--- src/rtl/mio_bus_bridge.sv ---
// mio_bus_bridge: SCPU MIO bridge to sync-read data memory, GPIO and compare timer.
// Define MIO_BUS_ERR_EN for a sticky bus_err flag and 32'hDEAD_BEEF unmapped reads.
module mio_bus_bridge #(
  parameter int          ADDR_W  = 10,
  parameter int          GPIO_W  = 16,
  parameter logic [31:0] IO_BASE = 32'hF000_0000
) (
  input  logic              clk,
  input  logic              rst,
  input  logic              cpu_req_i,
  input  logic              cpu_we_i,
  input  logic [31:0]       cpu_addr_i,
  input  logic [31:0]       cpu_wdata_i,
  output logic [31:0]       cpu_rdata_o,
  output logic              cpu_ready_o,
  output logic              mem_we_o,
  output logic [ADDR_W-1:0] mem_addr_o,
  output logic [31:0]       mem_wdata_o,
  input  logic [31:0]       mem_rdata_i,
  input  logic [GPIO_W-1:0] gpio_in_i,
  output logic [GPIO_W-1:0] gpio_out_o,
  output logic              timer_irq_o,
  output logic              bus_err_o
);
  typedef enum logic [1:0] {IDLE, MEM_RD, RESP} state_t;
`ifdef MIO_BUS_ERR_EN
  localparam logic [31:0] UNM_RDATA = 32'hDEAD_BEEF;
`else
  localparam logic [31:0] UNM_RDATA = 32'h0;
`endif
  state_t state_q, state_d;
  logic [ADDR_W-1:0] addr_q, addr_d;
  logic [31:0] rdata_q, rdata_d, count_q, count_d, compare_q, compare_d, io_rdata;
  logic [GPIO_W-1:0] gpio_q, gpio_d;
  logic irq_q, irq_d, err_q, err_d;
  logic go, is_mem, is_io, wr_io, unused_addr;
  logic [1:0] sel;
  assign unused_addr = ^cpu_addr_i[1:0];
  assign go     = state_q == IDLE && cpu_req_i;
  assign is_mem = cpu_addr_i[31:ADDR_W+2] == '0;
  assign is_io  = cpu_addr_i[31:4] == IO_BASE[31:4];
  assign sel    = cpu_addr_i[3:2];
  assign wr_io  = go && cpu_we_i && is_io;
  always_ff @(posedge clk) begin
    if (rst) state_q <= IDLE;
    else     state_q <= state_d;
  end
  always_comb begin
    state_d = (state_q == IDLE) ? (cpu_req_i ? ((is_mem && !cpu_we_i) ? MEM_RD : RESP) : IDLE) :
              (state_q == MEM_RD) ? RESP : IDLE;
  end
  always_comb begin
    cpu_ready_o = state_q == RESP;
    mem_we_o    = !rst && go && cpu_we_i && is_mem;
    mem_addr_o  = (state_q == IDLE) ? cpu_addr_i[ADDR_W+1:2] : addr_q;
  end
  always_comb begin
    io_rdata  = is_io ? (sel[1] ? (sel[0] ? compare_q : count_q)
                                : {{(32-GPIO_W){1'b0}}, sel[0] ? gpio_in_i : gpio_q}) : UNM_RDATA;
    rdata_d   = (state_q == MEM_RD) ? mem_rdata_i : (go && !cpu_we_i && !is_mem) ? io_rdata : rdata_q;
    addr_d    = go ? cpu_addr_i[ADDR_W+1:2] : addr_q;
    gpio_d    = (wr_io && sel == 2'd0) ? cpu_wdata_i[GPIO_W-1:0] : gpio_q;
    count_d   = (wr_io && sel == 2'd2) ? cpu_wdata_i : count_q + 32'd1;
    compare_d = (wr_io && sel == 2'd3) ? cpu_wdata_i : compare_q;
    // Compare against next COUNT so irq is high in the cycle COUNT equals COMPARE; COMPARE write clears.
    irq_d     = !(wr_io && sel == 2'd3) && (irq_q || (count_d == compare_q && compare_q != '0));
`ifdef MIO_BUS_ERR_EN
    err_d     = err_q || (go && !is_mem && !is_io);
`else
    err_d     = 1'b0;
`endif
  end
  always_ff @(posedge clk) begin
    if (rst) begin
      addr_q    <= '0;
      rdata_q   <= '0;
      gpio_q    <= '0;
      count_q   <= '0;
      compare_q <= '0;
      irq_q     <= 1'b0;
      err_q     <= 1'b0;
    end else begin
      addr_q    <= addr_d;
      rdata_q   <= rdata_d;
      gpio_q    <= gpio_d;
      count_q   <= count_d;
      compare_q <= compare_d;
      irq_q     <= irq_d;
      err_q     <= err_d;
    end
  end
  assign cpu_rdata_o = rdata_q;
  assign mem_wdata_o = cpu_wdata_i;
  assign gpio_out_o  = gpio_q;
  assign timer_irq_o = irq_q;
  assign bus_err_o   = err_q;
endmodule

--- config.mk ---
export PLATFORM = sky130hd
export DESIGN_NAME = mio_bus_bridge
export DESIGN_NICKNAME = d
export VERILOG_FILES = /design/src/rtl/mio_bus_bridge.sv
export SDC_FILE = /design/constraint.sdc
export NUM_CORES = 1
export LEC_CHECK = 0
export CAP_MARGIN = 5
export CELL_PAD_IN_SITES_DETAIL_PLACEMENT = 0
export CELL_PAD_IN_SITES_GLOBAL_PLACEMENT = 2
export CORE_ASPECT_RATIO = 1.1
export CORE_MARGIN = 2
export CORE_UTILIZATION = 35
export DETAILED_ROUTE_END_ITERATION = 7
export DONT_BUFFER_PORTS = 1
export PLACE_DENSITY_LB_ADDON = 0.1
export SYNTH_ARGS = -nofsm -noshare
export SYNTH_HDL_FRONTEND = slang
export SYNTH_SLANG_ARGS = --single-unit
--- constraint.sdc ---
create_clock -name clk -period 6.65 [get_ports clk]
set_input_delay 1.33 -clock clk [delete_from_list [all_inputs] [get_ports clk]]
set_output_delay 1.33 -clock clk [all_outputs]
set_load 0.1 [all_outputs]
# --- Word level (Yosys, flattened, before mapping) ---
# Cells that the tools add are included.
word_totals:
  wordCells: 50
  in_bits: 116
  ff_bits: 125
  out_inout_bits: 94
classes:
  muxes: 12
  n_reduce_logical: 24
  eq_ne: 6
  n_addsub: 1
op_table:
  columns: ["cell", "n"]
  rows:
  - ["2-to-1 mux 32 bit", 6]
  - ["adder 32 x 1 -> 32 bit, second input constant", 1]
  - ["== test 32 bit", 1]
  - ["nonzero test 32 bit", 1]
  - ["== test 28 bit, second input constant", 1]
  - ["logical NOT 20 bit", 1]
  - ["2-to-1 mux 16 bit", 1]
  - ["logical AND 1 bit", 14]
  - ["2-to-1 mux 10 bit", 1]
  - ["2-to-1 mux 2 bit", 4]
  - ["== test 2 bit, second input constant", 3]
  - ["logical NOT 1 bit", 4]
  - ["logical NOT 2 bit", 2]
  - ["== test 2 x 1 -> 1 bit, second input constant", 1]
  - ["nonzero test 2 bit", 1]
  - ["logical OR 1 bit", 1]

# --- Depth between registers and ports, before layout ---
# Gate-level depths: netlist (run 1).
logic_depth:
  depth_word: 10
  depth_mapped: 10
  mapped_depth_nobuf: 10

# --- Worst setup path before layout (run 1) ---
# OpenSTA, ideal clock, no wires.
synth_path:
  path_kind: "input -> output"
  start: "input cpu_addr_i[22]"
  end: "output mem_we_o"
  t_arrival_ns: 4.050
  t_required_ns: 5.320
  path_stages: 4
  slack_ns: 1.270
  n_path_buf: 0
  cell_sequence: "nor4_1 -> and4_1 -> nand2_1 -> nor3_1"
synth_via:
  elab_chain_cells: 2
synth_lines:
  columns: ["element", "line", "source"]
  rows:
  - ["start, declared", "12", "input logic [31:0] cpu_addr_i,"]
  - ["logical NOT 20 bit", "40", "assign is_mem = cpu_addr_i[31:ADDR_W+2] == '0;"]
  - ["logical AND 1 bit", "54", "mem_we_o = !rst && go && cpu_we_i && is_mem;"]
  - ["end, declared", "16", "output logic mem_we_o,"]
# No other way between the ends.

# --- Final worst setup path (run 1) ---
layout_path:
  start: "input cpu_addr_i[11]"
  end: "register irq_q, in the netlist timer_irq_o"
layout_via:
  elab_chain_cells: 8
  elab_cells_between_ends: 10
  classes_between: "eq/ne: 2; mux: 1; reduce/logical: 7"
layout_lines:
  columns: ["element", "line", "source"]
  rows:
  - ["== test 28 bit (*)", "41", "assign is_io = cpu_addr_i[31:4] == IO_BASE[31:4];"]
  - ["logical AND 1 bit (*)", "43", "assign wr_io = go && cpu_we_i && is_io;"]
  - ["logical AND 1 bit", "63", "count_d = (wr_io && sel == 2'd2) ? cpu_wdata_i : count_q + 32'd1;"]
  - ["2-to-1 mux 32 bit", "63", null]
  - ["== test 32 bit", "66", "irq_d = !(wr_io && sel == 2'd3) && (irq_q || (count_d == compare_q && compare_q != '0));"]
  - ["logical AND 1 bit", "66", null]
  - ["logical OR 1 bit", "66", null]
  - ["logical AND 1 bit (*)", "66", null]
  - ["end signal, assigned", "88", "irq_q <= irq_d;"]
  - ["end, declared", "35", "logic irq_q, irq_d, err_q, err_d;"]
# Mark *: on every way between the ends. The rest lies on a longest branch, timed or not.
# A chain may end at the register's enable or synchronous reset.

==> summary.md, run 1 <==
The maximum net fanout on the critical path was 33; the wire length of the first global-routing pass was 37.2 mm. STA puts the critical path data required time at 6970 ps. Leaving out fill and tap cells, the most frequent cell in the layout is sky130_fd_sc_hd__nand2_1. In this design, the stage delay of the slowest critical-path cell is 610 ps.

The smallest clock period supported by the final layout is computed as 4150 ps. The H-tree depth is 4. The number of nets handed over by synthesis was 992. The overall die area is 0.0214 mm2.

The run finished with clean final reports. The synthesized design devotes to its leading area cell type 35.4% of total area. The gate family responsible for the most delay along the worst path was simple AND/OR/NAND/NOR gates. The clock net in this run drives a total of 125 sinks.

Headroom to the max-slew limit came out at 25.7%. In the final design database the tool counted 928 nets. Global routing finished with a remaining overflow of 0.

After synthesis the cells add up to 0.00708 mm2. The antenna violation net count after detailed routing is 0. After clock tree synthesis, the flow added hold-fix buffers numbering 0.

The total power was 1.88 mW. The number of global-route vias before repair came out at 6175. The layout has 2089 filler cells.

The cell sitting at the root of the clock tree is a sky130_fd_sc_hd__clkbuf_16. The hold violation total from the final report is 0. For the number of top-level pins, the log shows 210.

For the peak ir drop on the vdd network, the log shows 0.165 mV. The detailed router finished its first iteration with 417 violations. The tools report the type of destination of the critical path as a flip-flop.

Class of the worst hold path: reg2reg. Number of buffers inserted during clock tree synthesis: 17. Once the floorplan was initialized, standard cells occupied 35.6% of the core. The cell type contributing the most total cell area after synthesis is sky130_fd_sc_hd__dfxtp_1. Timing would allow up to 241 MHz. The die is 140 um wide. The signal on the critical path passes through nor4_2 > and4b_1 > nand3_2 > mux2_2 > a22o_1 > nor3_1 > nand4_1 > or4_1 > o31ai_1. The clock-pin slew of the registers on the worst-case setup and hold paths was 60 ps; the largest clock skew in the final design was 18.2 ps. The final critical path takes up 62.4% of the cycle.

The netlist uses 65 different library cells. In the final layout, the share of cells above drive strength 1 is 11.7%. The per-cell via count in the routed design is 5.71, and the post-synthesis sequential element count is 125.

The Yosys warning count is 0. The library cells used most frequently in the layout, excluding fill and tap cells, are sky130_fd_sc_hd__nand2_1 (178), sky130_fd_sc_hd__dfxtp_1 (125), sky130_fd_sc_hd__a21oi_1 (93). Counting flops with an async set or reset pin after synthesis yields a share of 0%.

The global placement routability congestion is 0.860. In the synthesized netlist the dominant register cell turns out to be sky130_fd_sc_hd__dfxtp_1. The transition at the pin with the smallest max-transition slack works out to 1110 ps. The initial antenna violation count was 0. The tools report the pin count of the biggest net entering global routing as 128.

Dividing total power by cell area gives a power density of 246 mW/mm2. No sink is reached through more buffers than the 2 on the longest clock path. The cell row count came out at 54. Of the synthesized area, sequential elements account for 35.4%. Kind of critical path: in2reg. Setup violations remaining at the end of the flow were counted as 0. TritonCTS built the clock tree. For the total global routing track utilization, the log shows 22.5%.

The final HPWL from detailed placement was 17.6 mm. Wires add up to 24.2 mm. Data arrives at the worst endpoint at 4470 ps. The number of antenna diodes in the final layout is 0.

Highest-delay cell along the critical path: sky130_fd_sc_hd__nand3_2. The number of port buffers was 0. The pre-antenna-repair detailed-routing pass consisted of 5 iterations. For this design the static power due to leakage is 2.50 nW.

The tightest hold margin was 449 ps. The overall die height works out to 153 um. For this run, design rule violations remaining after detail routing come to 0.

STA classifies the critical path startpoint as an input port. The logs give 6137 for the number of vias after detailed routing and 0.0199 mm2 for the core outline area. The final-report max-slew violation count is 0. Counting flops with a built-in enable in the synthesized netlist gives 0.

Yosys attributes the largest share of cell area to sky130_fd_sc_hd__dfxtp_1 (35%), sky130_fd_sc_hd__nand2_1 (9.4%), sky130_fd_sc_hd__a21oi_1 (6.6%), sky130_fd_sc_hd__mux4_2 (4.8%), sky130_fd_sc_hd__mux2_2 (4.1%). The clock latency on the worst-skew pair came out at 420 ps. The number of buffers and inverters on the critical path is 0, and the post-detailed-route wirelength per cell is 22.5 um.

Post-CTS repair changed the size of 0 cells. The number of setup buffers added after CTS is 0. Setup repair after global routing left no endpoint under its margin.

The tool flagged a number of max-cap violations equal to 0. The average instance in the mapped netlist occupies 8.09 um2. The sum of negative setup slack is 0 ps, and the area added between synthesis and finish is 8.04%.

At the end of the flow the core is filled with cells to 38.5%. Number of instances in the synthesized netlist: 875.
worst min-delay path, stage by stage (launching register included):
cell and delay [ps]:
sky130_fd_sc_hd__dfxtp_1 310, sky130_fd_sc_hd__nand2_1 50, sky130_fd_sc_hd__a21oi_1 50
area by class of cell:
cell class / count / area [um2] / area share (%)
Clock buffer: 20 / 447 / 5.84
Clock inverter: 11 / 190 / 2.49
Inverter: 18 / 67.6 / 0.884
Multi-Input combinational cell: 644 / 4070 / 53.2
Sequential cell: 125 / 2500 / 32.7
Tap cell: 252 / 315 / 4.12
Timing Repair Buffer: 5 / 55.1 / 0.720
state kept, by name, indices dropped and copies added, names as in the netlist:
signal       flops
cpu_rdata_o     32
compare_q       32
timer_irq_o      1
state_q          2
addr_q          10
count_q         32
gpio_out_o      16
worst paths after layout:
path	start	endpoint	slack [ps]	cells after the start
hold reg to reg	addr_q[0]	addr_q[0]	450	2
setup / recovery	cpu_addr_i[11]	timer_irq_o	2500	9
setup reg to reg	count_q[0]	timer_irq_o	3050	10
hold / removal	addr_q[0]	addr_q[0]	450	2
per-stage QoR:
stage	instance area, um2	std cells	worst slack (ps)
after CTS	7650	1075	2490
after floorplan	7080	875	1270
after global placement	7010	1044	2060
final	7650	1075	2500
after global routing	7650	1075	2300
after detailed placement	7010	1044	2110
synth_stat cells (all sizes together), types with 7 or more instances:
master / n
a22oi: 25
a211oi: 11
nand2: 178
nor4: 25
inv: 18
o21ai: 12
mux2: 26
clkbuf: 45
a221oi: 8
and3: 7
nor3: 21
xor2: 17
nand3: 20
buf: 43
mux4: 16
dfxtp: 125
nand4: 15
nor2b: 14
xnor2: 31
nor2: 62
a21oi: 94
per-layer routing:
metal | vias to the layer above | part of all wire, % | GRT usage [%]
met5 | - | 0 | 0
met4 | 0 | 2.1 | 6.86
met3 | 23 | 4.7 | 5.39
met2 | 173 | 51 | 39.5
met1 | 3001 | 42 | 27.4
li1 | 2940 | - | -
power breakdown:
group	total [mW]	switching, mW	internal (mW)
clock	1.02	0.351	0.673
sequential	0.760	0.00521	0.754
combinational	0.0947	0.0669	0.0277
total	1.88	0.423	1.46
kinds of logic after synthesis:
family	after synthesis	share of synthesized area, %
compound gates	178	15.6
xor+xnor	49	6.26
fa+ha+maj	1	0.177
buf+inv	106	7.53
flops	125	35.4
mux	48	10.1
other cells	1	0.0530
simple gates	367	24.9
Power figures use the tool's default switching activity.
==> run 2, diff against run 1 <==
==> constraint.sdc (replaced) <==
create_clock -name clk -period 4.3 [get_ports clk]
set_input_delay 0.86 -clock clk [delete_from_list [all_inputs] [get_ports clk]]
set_output_delay 0.86 -clock clk [all_outputs]
set_load 0.1 [all_outputs]
==> run 2 against run 1 <==
Setup slack worse by 1800 ps. Critical path depth up 1. Largest cell class unchanged. Sequential power up 54%. Total power up 47%. Register-to-register slack worse by 2400 ps. Routed wire length about the same. Highest routed layer unchanged.
==> summary.md, run 2 (synthesis gave the netlist of run 1 again) <==
STA classifies the critical path startpoint as a flip-flop. In the final layout, the share of cells above drive strength 1 is 12.6%. The number of buffers and inverters on the critical path was 0; the total global routing track utilization was 22.2%.

Derived from the worst setup path, the maximum achievable clock frequency is 278 MHz. For the hold violation total from the final report, the log shows 0. Across the whole layout, storage elements account for 0.00250 mm2. For the met2 routed wirelength, the log shows 12.2 mm. Gate family responsible for the most delay along the worst path: simple AND/OR/NAND/NOR gates. The H-tree depth is 4.

Data arrives at the worst endpoint at 3940 ps. The layout has 2059 filler cells. In this run the horizontal extent of the chip is 140 um. The share of total power dissipated in combinational logic is 5.4%. Most common library cell in the layout ignoring fill and taps: sky130_fd_sc_hd__nand2_1.

Peak ir drop on the vdd network: 0.274 mV. Traced cell by cell, the critical path runs through ha_1 > nand3_1 > nor4_2 > nand2_1 > xnor2_1 > o21ai_0 > nor4_1 > o211ai_1 > or4_1 > o31ai_1. For the number of top-level pins, the log shows 210. The highest metal layer with signal wires was met4.

The tools report the cell row count as 54. The number of gates resized after CTS was 0. The post-detailed-route wirelength per cell was 22.3 um; the effective utilization at floorplan was 35.6%. The logs give 0 for the number of buffers added to fix hold violations after cts and 430 ps for the clock latency on the worst-skew pair.

The analysis attributes to net switching a power of 669 uW. The overall die height is 153 um, and the number of port buffers is 0. At the pin with the least slew margin, the transition time is 1140 ps. Final-report max-slew violation count: 0. The number of global-route vias before repair is 6038, and the number of detailed-routing iterations run before antenna repair is 5. After legalization and detailed placement, the total HPWL measured 17.8 mm.

TritonCTS built the clock tree. The area added between synthesis and finish is 8.29%, and the reg2reg setup slack is 700 ps. Met3 wirelength from detailed routing: 1.46 mm. Once detail routing completed, the nets flagged for antenna violations numbered 0.

The top cell types in the final layout, fill and taps aside, are sky130_fd_sc_hd__nand2_1 (178), sky130_fd_sc_hd__dfxtp_1 (125), sky130_fd_sc_hd__a21oi_1 (93). The logs give 0 for the residual overflow from global routing and 42.6% for the power share of the sequential group. In this run, the number of DRC markers left after iteration 0 of detailed routing was 416. The first global-routing pass estimated 36.4 mm of wire. The class of the worst hold path was reg2reg.

The internal power summed over all cells was 2.09 mW; the number of vias after detailed routing was 6216. The design draws 2.76 mW. The worst setup path is captured at a flip-flop. The tools report the setup-violating endpoint count in the final report as 0. In this run the clock root is driven by a sky130_fd_sc_hd__clkbuf_16. For this block, wires on met1 add up to 9.89 mm. The tools report the number of buffers inserted during clock tree synthesis as 17.

The tools report the required time of the critical path as 4640 ps. Excluding fillers, the count of instances in the completed layout stands at 1086. The total inserted antenna cells is 0, and the switching share of total power is 24.2%. The tools report the pin count of the biggest net entering global routing as 128.

The sum of negative setup slack was 0 ps. Among all stages on the critical path, the largest delay is contributed by sky130_fd_sc_hd__nor4_2. The area occupied by multi-input gates was 0.00407 mm2. The max capacitance violation total came out at 0. The tree built by TritonCTS fans out to 125 sinks. The largest single stage delay on the critical path is 540 ps.

The run gives 0 as the initial antenna violation count. The maximum count of clock buffers along a single path was 2; the clock share of power was 52.0%. The final layout contains 938 nets. The worst path uses 83.8% of the clock period.

The flow ran to the end, and the final reports show no timing, DRC or antenna violations. After detailed routing, the number of vias per cell comes to 5.72. The number of placed instances, taps included, is 1054. After detailed routing, the total wire length is 24.2 mm.

In this run the power density over the cells is 360 mW/mm2. In this run the tightest slew margin relative to its limit is 24.1%. Setup repair after global routing left no endpoint under its margin. The die covers 0.0214 mm2.

The smallest clock period supported by the final layout is computed as 3600 ps. The clock arrives with 8.29 ps of skew. In this run the standard cell core region covers 0.0199 mm2. The tools report the minimum setup slack in the final design as 697 ps.

Along the worst path, the maximum fanout reaches 7. The number of setup buffers added after CTS is 0. The global placement routability congestion came out at 0.901.

The worst setup path is of the reg2reg kind. Clock-pin slew was measured on the worst setup and hold paths at 60 ps. The number of remaining DRC errors is 0. Leakage dissipation: 2.52 nW.

For the worst slack after detailed placement, the log shows 619 ps.
run 2: cell count changes in the layout (fill, tap and decap cells not counted), sizes merged:
cell,change
bufinv,-3
inv,-1
clkinvlp,+2
clkbuf,+1
clkinv,+1
buf,+11
run 2: final timing paths:
path	to	start	cells after the start
setup reg to reg	timer_irq_o	count_q[0]	10
hold reg to reg	addr_q[4]	addr_q[4]	2
setup / recovery	timer_irq_o	count_q[0]	10
hold / removal	addr_q[4]	addr_q[4]	2
run 2: metrics by stage:
step,cell area [um2],util (%),hold WS [ps]
floorplan,7080,-,434
global placement,7080,35.7,438
detailed placement,7080,35.7,442
CTS,7660,38.6,449
global route,7660,38.6,469
finish,7660,38.6,448
run 2: layout make-up:
cell class	count	area share [%]
Clock buffer	22	6.06
Clock inverter	10	1.50
Inverter	18	0.882
Multi-Input combinational cell	644	53.2
Sequential cell	125	32.7
Tap cell	252	4.11
Timing Repair Buffer	15	1.63
run 2: power by group through the flow:
| stage | clock [mW] | combinational (mW) | sequential, mW |
|---|---|---|---|
| 5_1_grt | 1.52 | 0.157 | 1.18 |
| 3_5_place_dp | 0 | 0.150 | 1.20 |
| 4_1_cts | 1.47 | 0.150 | 1.17 |
| 2_1_floorplan | 0 | 0.297 | 1.20 |
| 6_report | 1.44 | 0.149 | 1.17 |
| 3_3_place_gp | 0 | 0.149 | 1.20 |
run 2: tightest hold or removal path, cell delays in order (launching register included):
cell and delay [ps]:
sky130_fd_sc_hd__dfxtp_1 300, sky130_fd_sc_hd__nand2_1 50, sky130_fd_sc_hd__a21oi_1 50
run 2: per-layer routing:
layer | global-route usage (%) | up-vias
li1 | - | 2963
met1 | 26.7 | 3010
met2 | 38.4 | 208
met3 | 4.70 | 35
met4 | 9.24 | 0
met5 | 0 | -
